===== src/rtl/gd_pkg.sv =====
// Shared definitions for the gradient-descent datapath stages:
// Q24.8 constants, the FSM state type and the 64->32 saturating clamp.
package gd_pkg;

   localparam int DATA_W     = 32;
   localparam int FRACT_BITS = 8;

   localparam logic signed [DATA_W-1:0] Q_MAX = 32'sh7FFF_FFFF;
   localparam logic signed [DATA_W-1:0] Q_MIN = 32'sh8000_0000;

   typedef enum logic [1:0] {
      ACCEPT = 2'd0,
      DRAIN  = 2'd1,
      DONE   = 2'd2
   } gd_state_t;

   typedef struct packed {
      logic                     ovf;
      logic signed [DATA_W-1:0] val;
   } sat_t;

   // Clamp a signed 64-bit value into Q24.8 range and report whether it clipped.
   function automatic sat_t sat32(input logic signed [63:0] v);
      sat_t r;
      r.ovf = 1'b0;
      r.val = v[DATA_W-1:0];
      if (v > 64'sh0000_0000_7FFF_FFFF) begin
         r.ovf = 1'b1;
         r.val = Q_MAX;
      end else if (v < 64'shFFFF_FFFF_8000_0000) begin
         r.ovf = 1'b1;
         r.val = Q_MIN;
      end
      return r;
   endfunction

endpackage


===== src/rtl/grad_param_update_if.sv =====
// Gradient beat stream into the parameter-update stage (valid/ready handshake).
interface grad_param_update_if;

   logic                         grad_valid;
   logic                         grad_ready;
   logic [gd_pkg::DATA_W-1:0]    grad_data;
   logic                         grad_last;

   modport master (output grad_valid, output grad_data, output grad_last, input grad_ready);
   modport slave  (input grad_valid, input grad_data, input grad_last, output grad_ready);

endinterface


===== src/rtl/fixed_64_mult.sv =====
// Signed 32x32 fixed-point multiply; full 64-bit product shifted right by SHIFT.
module fixed_64_mult #(
   parameter int SHIFT = 8
) (
   input  logic signed [31:0] a,
   input  logic signed [31:0] b,
   output logic signed [63:0] y
);

   logic signed [63:0] full;

   // Low 64 bits of the sign-extended product equal the exact signed product.
   assign full = {{32{a[31]}}, a} * {{32{b[31]}}, b};
   assign y    = full >>> SHIFT;

endmodule


===== src/rtl/grad_param_update.sv =====
// Parameter-update stage: param[i] -= sat(grad[i] * lr) per vector, with
// sticky saturation/sequence flags and a per-vector convergence result.
module grad_param_update #(
   parameter int                 DIM         = 4,
   parameter int                 FRACT_BITS  = 8,
   parameter logic signed [31:0] CONV_THRESH = 32'sd4
) (
   input  logic                     clk,
   input  logic                     rst,
   input  logic [31:0]              lr_in,
   input  logic                     init_en,
   input  logic [$clog2(DIM)-1:0]   init_idx,
   input  logic [31:0]              init_data,
   grad_param_update_if.slave       grad,
   output logic [DIM*32-1:0]        param_out,
   output logic                     upd_valid,
   output logic                     converged,
   output logic                     sat_flag,
   output logic                     seq_err
);

   import gd_pkg::*;

   localparam int               IDX_W    = $clog2(DIM);
   localparam logic [IDX_W-1:0] LAST_IDX = IDX_W'(DIM - 1);

   gd_state_t          state;
   gd_state_t          state_nxt;
   logic               drain_cnt;
   logic [IDX_W-1:0]   idx;
   logic               xfer;
   logic               last_beat;
   logic               init_ok;
   logic               s1_valid;
   logic signed [31:0] s1_step;
   logic [IDX_W-1:0]   s1_idx;
   logic signed [31:0] param [DIM];
   logic               conv_acc;
   logic signed [63:0] prod;
   sat_t               prod_sat;
   sat_t               diff_sat;
   logic signed [32:0] diff;
   logic [32:0]        step_abs;

   fixed_64_mult #(.SHIFT(FRACT_BITS)) u_mult (
      .a (grad.grad_data),
      .b (lr_in),
      .y (prod)
   );

   assign xfer      = grad.grad_valid & grad.grad_ready;
   assign last_beat = (idx == LAST_IDX);
   assign init_ok   = init_en && (state == ACCEPT) && (idx == '0) && !s1_valid && !xfer;

   assign prod_sat  = sat32(prod);
   assign diff      = {param[s1_idx][31], param[s1_idx]} - {s1_step[31], s1_step};
   assign diff_sat  = sat32({{31{diff[32]}}, diff});
   // 33-bit magnitude so that the most negative step reads as +2^31.
   assign step_abs  = s1_step[31] ? (33'd0 - {1'b1, s1_step}) : {1'b0, s1_step};

   always_ff @(posedge clk or posedge rst) begin
      if (rst) state <= ACCEPT;
      else     state <= state_nxt;
   end

   always_comb begin
      state_nxt = state;
      case (state)
         ACCEPT:  if (xfer && last_beat) state_nxt = DRAIN;
         DRAIN:   if (drain_cnt) state_nxt = DONE;
         DONE:    state_nxt = ACCEPT;
         default: state_nxt = ACCEPT;
      endcase
   end

   always_comb begin
      grad.grad_ready = (state == ACCEPT);
      upd_valid       = (state == DONE);
   end

   always_ff @(posedge clk or posedge rst) begin
      if (rst) begin
         drain_cnt <= 1'b0;
         idx       <= '0;
         s1_valid  <= 1'b0;
         s1_step   <= '0;
         s1_idx    <= '0;
         conv_acc  <= 1'b1;
         converged <= 1'b0;
         sat_flag  <= 1'b0;
         seq_err   <= 1'b0;
         for (int i = 0; i < DIM; i++) param[i] <= '0;
      end else begin
         drain_cnt <= (state == DRAIN) ? ~drain_cnt : 1'b0;
         s1_valid  <= xfer;
         if (xfer) begin
            s1_step <= prod_sat.val;
            s1_idx  <= idx;
            idx     <= last_beat ? '0 : idx + IDX_W'(1);
            if (prod_sat.ovf) sat_flag <= 1'b1;
            if (grad.grad_last != last_beat) seq_err <= 1'b1;
         end
         // Stage-2 writes and init writes never collide: init needs an empty pipe.
         if (s1_valid) begin
            param[s1_idx] <= diff_sat.val;
            if (diff_sat.ovf) sat_flag <= 1'b1;
            if (step_abs >= {1'b0, CONV_THRESH}) conv_acc <= 1'b0;
         end else if (init_ok) begin
            param[init_idx] <= init_data;
         end
         if (state == DRAIN && drain_cnt) converged <= conv_acc;
         if (state == DONE) conv_acc <= 1'b1;
      end
   end

   always_comb begin
      param_out = '0;
      for (int i = 0; i < DIM; i++) param_out[32*i +: 32] = param[i];
   end

endmodule


===== src/flat_wrapper.sv =====
// flat-port wrapper written by rule: the top's interface ports become plain ports
module grad_param_update_flat import gd_pkg::*;
#(
   parameter int                 DIM         = 4,
   parameter int                 FRACT_BITS  = 8,
   parameter logic signed [31:0] CONV_THRESH = 32'sd4
)
  (clk, rst, lr_in, init_en, init_idx, init_data, param_out, upd_valid, converged, sat_flag, seq_err, grad_grad_valid, grad_grad_data, grad_grad_last, grad_grad_ready);
  grad_param_update_if grad_i ();
  input  logic clk;
  input  logic rst;
  input  logic [31:0] lr_in;
  input  logic init_en;
  input  logic [$clog2(DIM)-1:0] init_idx;
  input  logic [31:0] init_data;
  output logic [DIM*32-1:0] param_out;
  output logic upd_valid;
  output logic converged;
  output logic sat_flag;
  output logic seq_err;
  input wire logic [$bits(grad_i.grad_valid)-1:0] grad_grad_valid;
  input wire logic [$bits(grad_i.grad_data)-1:0] grad_grad_data;
  input wire logic [$bits(grad_i.grad_last)-1:0] grad_grad_last;
  output wire logic [$bits(grad_i.grad_ready)-1:0] grad_grad_ready;
  assign grad_i.grad_valid = grad_grad_valid;
  assign grad_i.grad_data = grad_grad_data;
  assign grad_i.grad_last = grad_grad_last;
  assign grad_grad_ready = grad_i.grad_ready;
  grad_param_update #(.DIM(DIM), .FRACT_BITS(FRACT_BITS), .CONV_THRESH(CONV_THRESH)) u_core (.clk(clk), .rst(rst), .lr_in(lr_in), .init_en(init_en), .init_idx(init_idx), .init_data(init_data), .grad(grad_i), .param_out(param_out), .upd_valid(upd_valid), .converged(converged), .sat_flag(sat_flag), .seq_err(seq_err));
endmodule

===== config.mk =====
export PLATFORM = sky130hd
export DESIGN_NAME = grad_param_update_flat
export DESIGN_NICKNAME = d
export VERILOG_FILES = /design/src/rtl/gd_pkg.sv /design/src/rtl/grad_param_update_if.sv /design/src/rtl/fixed_64_mult.sv /design/src/rtl/grad_param_update.sv /design/src/flat_wrapper.sv
export SDC_FILE = /design/constraint.sdc
export NUM_CORES = 2
export LEC_CHECK = 0
export CAP_MARGIN = 20
export CORE_UTILIZATION = 39
export DETAILED_ROUTE_END_ITERATION = 8
export DONT_BUFFER_PORTS = 1
export PLACE_DENSITY = 0.56
export SETUP_SLACK_MARGIN = 0.2
export SLEW_MARGIN = 20
export SYNTH_ARGS = -nofsm -noshare
export SYNTH_HDL_FRONTEND = slang
export SYNTH_SLANG_ARGS = --single-unit
export TNS_END_PERCENT = 20

===== constraint.sdc =====
create_clock -name clk -period 13.1 [get_ports clk]
set_input_delay 3.275 -clock clk [delete_from_list [all_inputs] [get_ports clk]]
set_output_delay 3.275 -clock clk [all_outputs]
set_load 0.03 [all_outputs]

======== Word level (Yosys, flattened, before mapping) ========
Index checks and enable logic that the tools add are counted.
word-level totals
  register bits ........................... 172
  bits of input ports ..................... 103
  output and inout bits ................... 133
cells by class
  $add $sub $neg .......................... 3
  multiply operators ...................... 1
  order comparisons ....................... 9
  eq/ne operators ......................... 6
  mux-type cells .......................... 28
  bitwise gates (word level) .............. 4
  reductions and logical operators ........ 18
operators with widths
  kind                                                                number
  bitwise mux 128 bit                                                 2
  two-way mux 128 bit                                                 2
  two-way mux 33 bit                                                  5
  demux 32 bit (select 2 bit)                                         2
  two-way mux 32 bit                                                  4
  binary-select mux 32 bit (select 2 bit)                             1
  multiplier 32 x 32 -> 64 bit                                        1
  greater-than comparator 56 x 32 -> 1 bit, second input constant     1
  less-than comparator 56 x 32 -> 1 bit, second input constant        1
  greater-or-equal comparator 33 x 3 -> 1 bit, second input constant  1
  greater-than comparator 33 x 32 -> 1 bit, second input constant     1
  less-than comparator 33 x 32 -> 1 bit, second input constant        1
  subtractor 1 x 33 -> 33 bit, first input constant                   1
  subtractor 32 x 32 -> 33 bit                                        1
  logical AND 1 bit                                                   8
  two-way mux 1 bit                                                   8
  greater-or-equal comparator 3 bit, second input constant            2
  less-than comparator 3 x 1 -> 1 bit, second input constant          2
  two-way mux 2 bit                                                   3
  inverter 2 -> 3 bit                                                 2
  AND reduction 2 bit                                                 3
  nonzero test 2 bit                                                  3
  == test 2 bit, second input constant                                2
  zero test 2 bit                                                     2
  other kinds (9)                                                     10

======== Logic depth before layout (Yosys ltp) ========
  depth after elaboration ................. 10
  depth in mapped cells ................... 32

======== By module ========
Synthesis repeated with hierarchy kept, for this count alone.
unflattened totals
  cell total of the unflattened synthesis .. 5079
  area total of the unflattened synthesis .. 46947.5 µm²
modules (own cells, without submodules)
  module             times used  cells each  area an instance (µm²)  sequential area each (µm²)
  fixed_64_mult      1           3867        35973.3                 0.0
  grad_param_update  1           1212        10974.3                 4305.4

======== Least setup slack after synthesis ========
Ideal clock, no wire load.
  path kind ............................... in2reg
  start ................................... input port grad_grad_data[31]
  end ..................................... register u_core.s1_step[15]
  library setup time ...................... 0.156 ns
  arrival ................................. 11.569 ns
  setup slack ............................. 1.375 ns
  cell stages on the path ................. 29
  buffers on the path ..................... 3
  path through ............................ clkbuf_1 -> nand2_1 -> inv_1 -> fa_1 -> fa_1 -> fa_1 -> inv_1 -> fa_1 -> inv_1 -> fa_1 -> fa_1 -> inv_1 -> fa_1 -> inv_1 -> fa_1 -> ha_1 -> clkbuf_1 -> nand4_1 -> or3_1 -> o22ai_1 -> nand4_1 -> o21bai_1 -> o41a_1 -> nor3b_1 -> nand4b_1 -> or4_1 -> o21bai_2 -> buf_4 -> a311oi_2
between the ends
  cells in the longest elaborated chain, start to end .. 4
  elaborated cells on any way between the ends .. 5
  classes of those cells .................. 1 x mul; 2 x order compare; 2 x mux
ends and longest elaborated chain
  element                                RTL line                 text
  start: declaration                     flat_wrapper.sv:22       input wire logic [$bits(grad_i.grad_data)-1:0] grad_grad_data;
  multiplier 32 x 32 -> 64 bit *         fixed_64_mult.sv:13      assign full = {{32{a[31]}}, a} * {{32{b[31]}}, b};
  less-than comparator 56 x 32 -> 1 bit  gd_pkg.sv:30             end else if (v < 64'shFFFF_FFFF_8000_0000) begin
  two-way mux 33 bit                     gd_pkg.sv:30
  two-way mux 33 bit *                   gd_pkg.sv:27             if (v > 64'sh0000_0000_7FFF_FFFF) begin
  end signal: assignment                 grad_param_update.sv:97  s1_step <= prod_sat.val;
  end: declaration                       grad_param_update.sv:35  logic signed [31:0] s1_step;
Every way passes the cells marked *; elsewhere a longest branch is shown, timed or not.
A chain may end at the register's enable or synchronous reset.

======== Final worst setup path ========
  start ................................... input port lr_in[2]
  end ..................................... register u_core.s1_step[6]
between the ends
  cells in the longest elaborated chain, start to end .. 4
  elaborated cells on any way between the ends .. 5
  classes of those cells .................. 1 x mul; 2 x order compare; 2 x mux
ends and longest elaborated chain
  element                                RTL line             text
  start: declaration                     flat_wrapper.sv:12   input logic [31:0] lr_in;
  multiplier 32 x 32 -> 64 bit *         fixed_64_mult.sv:13
  less-than comparator 56 x 32 -> 1 bit  gd_pkg.sv:30
  two-way mux 33 bit                     gd_pkg.sv:30
  two-way mux 33 bit *                   gd_pkg.sv:27
Marks and branches as above.

==> results by group <==
Yosys
  – Seq/Total Area, Yosys: 0.08977
  – Main combinational cell family by area after synthesis: adder cells
  – Post-synth EDFFs: 0
  – Synth Area in Adders: 0.5094
  – Synth area leaders: fa_1, dfrtp_1, inv_1
  – Cells after synthesis: 5128
  – Synth top area share: 0.4516
  – FF+latch count, synth: 172
  – Main flop type after synthesis: dfrtp_1
  – Simple-gate area share of the yosys netlist: 0.1620
  – Post-synth ARST share: 1.000
  – YS warnings: 0
  – Synth cell types: 101
  – Synth Area in Compound Gates: 0.1019
  – Post-synth top area cell: fa_1
  – Syn avg cell area: 9.353 um^2
  – Mux contribution to synthesized area: 0.01589
  – Syn Nets: 6528
  – Post-Synthesis Cell Area: 47960 um^2
  – Synth Area in XOR/XNOR: 0.01719

GRT
  – Initial antenna violation count: 4
  – Gr ovfl total: 0
  – First-pass GRT wire length: 226800 um
  – Total track usage: 0.2313
  – Vias in the first global route: 38762
  – Largest net degree at the start of global routing: 78

Timing
  – Clock period minus worst slack: 12140 ps
  – Fin crit share: 0.9263
  – Hold Vio Cnt, Final: 0
  – Slew Viols, Final: 0
  – Rel. slew slack: 0.3049
  – RSZ-0062 raised after global routing: false
  – F_max: 82.41 MHz
  – Worst-Margin Slew: 1041 ps
  – Clk_skew: 12.96 ps
  – Final setup violation count: 0
  – Setup TNS Final: 0 ps

Routing
  – Final wirelength: 139400 um
  – DRT iter0 DRCs: 2504
  – Via Count: 35582
  – DRC errors left: 0
  – Post-DR vias/cell: 5.469
  – Post-route ant nets: 0
  – Routed WL per cell: 21.43 um
  – DRT Pass-1 Iters: 6

Clock tree
  – Post-CTS sizing: 0
  – Hold-fix buffers, CTS: 0
  – CTS root buf: clkbuf_16
  – Clock tree buffer depth: 2
  – CTS Sinks: 172
  – CTS tree: done
  – Skew-Pair Late Insertion Delay: 450 ps
  – Post-CTS Setup Inserts: 0
  – CTS Buf Count: 17
  – H-Tree Depth: 4
  – Worst-path clk slew: 70 ps

Floorplanning
  – IO Pins: 236
  – Core Rows: 128
  – Core ar.: 121900 um^2
  – Die Y: 352.7 um
  – Initial Util: 0.3935
  – Die width: 352.7 um
  – Die Area: 124400 um^2

Outcome
  – Status: complete, no violations

Worst setup path
  – CP endpoint kind: register
  – Crit Path Max Fanout: 32
  – Critical Path Source: lr_in[2]
  – CP most frequent cell: fa_1
  – Worst setup SP type: primary input
  – Slowest cell on crit path: fa_1
  – Largest delay share family, worst path: adder cells
  – Worst path bufs/invs: 6
  – Critical Path AT: 12420 ps
  – Max incr delay on CP: 740 ps
  – CP Class: primary input to register
  – Reg2Reg Launch Point: u_core.s1_idx[0]$_DFFE_PP0P_
  – Worst Path Required: 13390 ps

Cells and area
  – Share of cells above drive strength 1: 0.03196
  – Post-route cell area: 49620 um^2
  – Layout net count: 6268
  – Commonest cells after routing, fill and taps aside: fa_1, inv_1, nand2_1
  – Synth-to-Final Area Change: 3.459%
  – ANT cells: 0
  – Most common cell after layout, fill and taps aside: fa_1
  – Filler cells: 12130

Placed design
  – GP Congestion: 0.9404
  – DP Area: 48970 um^2
  – Buffers on Ports: 0
  – Detail Placement HPWL: 112200 um

Min path
  – Hold path startpoint: u_core.drain_cnt$_DFF_PP0_
  – Worst hold-check path type: register to register

Flow run
  – Max-capacitance violation count: 0
==> kinds of logic (layout without fill, tap and decap cells) <==
logic type,Yosys count,after routing
flip-flops,172,172
XOR/XNOR,92,92
AND/OR/NAND/NOR,1531,1531
buffers and inverters,1295,1048
AO/OA/AOI/OAI,697,697
multiplexers,36,36
adder cells (fa/ha/maj),1305,1305
==> state kept, by name, indices dropped and copies added (netlist names) <==
name	flops
u_core.conv_acc	1
u_core.converged	1
u_core.drain_cnt	1
u_core.idx	2
u_core.param_out	128
u_core.s1_idx	2
u_core.s1_step	32
u_core.s1_valid	1
u_core.sat_flag	1
u_core.seq_err	1
u_core.state	2
==> synth_stat cells, types with 36 or more instances <==
library cell	number
a21o_1	36
a21oi_1	111
a22oi_1	114
and2_1	516
clkbuf_1	251
dfrtp_1	171
fa_1	1082
ha_1	215
inv_1	989
nand2_1	596
nand3_1	40
nand4_1	36
nor2_1	144
nor2b_1	45
o211ai_1	36
o21ai_0	171
xnor2_1	58
==> metal layers <==
metal  vias up  part of all wire  track usage
met1     18846              0.43       0.3137
met3       183             0.052      0.02463
met5         -                 0            0
met4         0             0.027      0.05904
met2      1136              0.49       0.3938
li1      15417                 -            -
==> stage by stage <==
stage / hold slack [ps] / instances / setup slack (ps) / utilization
4_1_cts: 435.2 / 6506 / 981.2 / 0.4071
6_report: 432.7 / 6506 / 964.8 / 0.4071
3_3_place_gp: 422.0 / 6474 / 628.4 / 0.4018
5_1_grt: 460.8 / 6506 / 298.4 / 0.4071
3_5_place_dp: 426.6 / 6474 / 548.3 / 0.4018
2_1_floorplan: 410.4 / 5128 / 1375 / -
==> layout make-up <==
type                    instances  area (um^2)  share of cell area
multi-input cells            3661        38710              0.7802
flip-flops and latches        172         4308             0.08682
inverters                     990         3721             0.07499
well taps                    1625         2033             0.04097
clock buffers                  19        432.9            0.008724
clock inverters                13        212.7            0.004287
repair buffers                 26        198.9            0.004009
==> worst paths after layout <==
kind | end | slack [ps] | cells past startpoint
max in group asynchronous | u_core.param_out[95]$_DFFE_PP0P_ | 8660 | 3
min in group asynchronous | u_core.param_out[24]$_DFFE_PP0P_ | 2710 | 1
worst max-delay path | u_core.s1_step[6]$_DFFE_PP0P_ | 960 | 27
worst min register to register | u_core.drain_cnt$_DFF_PP0_ | 430 | 1
worst min-delay path | u_core.drain_cnt$_DFF_PP0_ | 430 | 1
worst max register to register | u_core.param_out[74]$_DFFE_PP0P_ | 6860 | 17
Power is left out: the tool's default activity adds up to more than one toggle a clock period on the data nets, which glitch-free logic cannot reach.
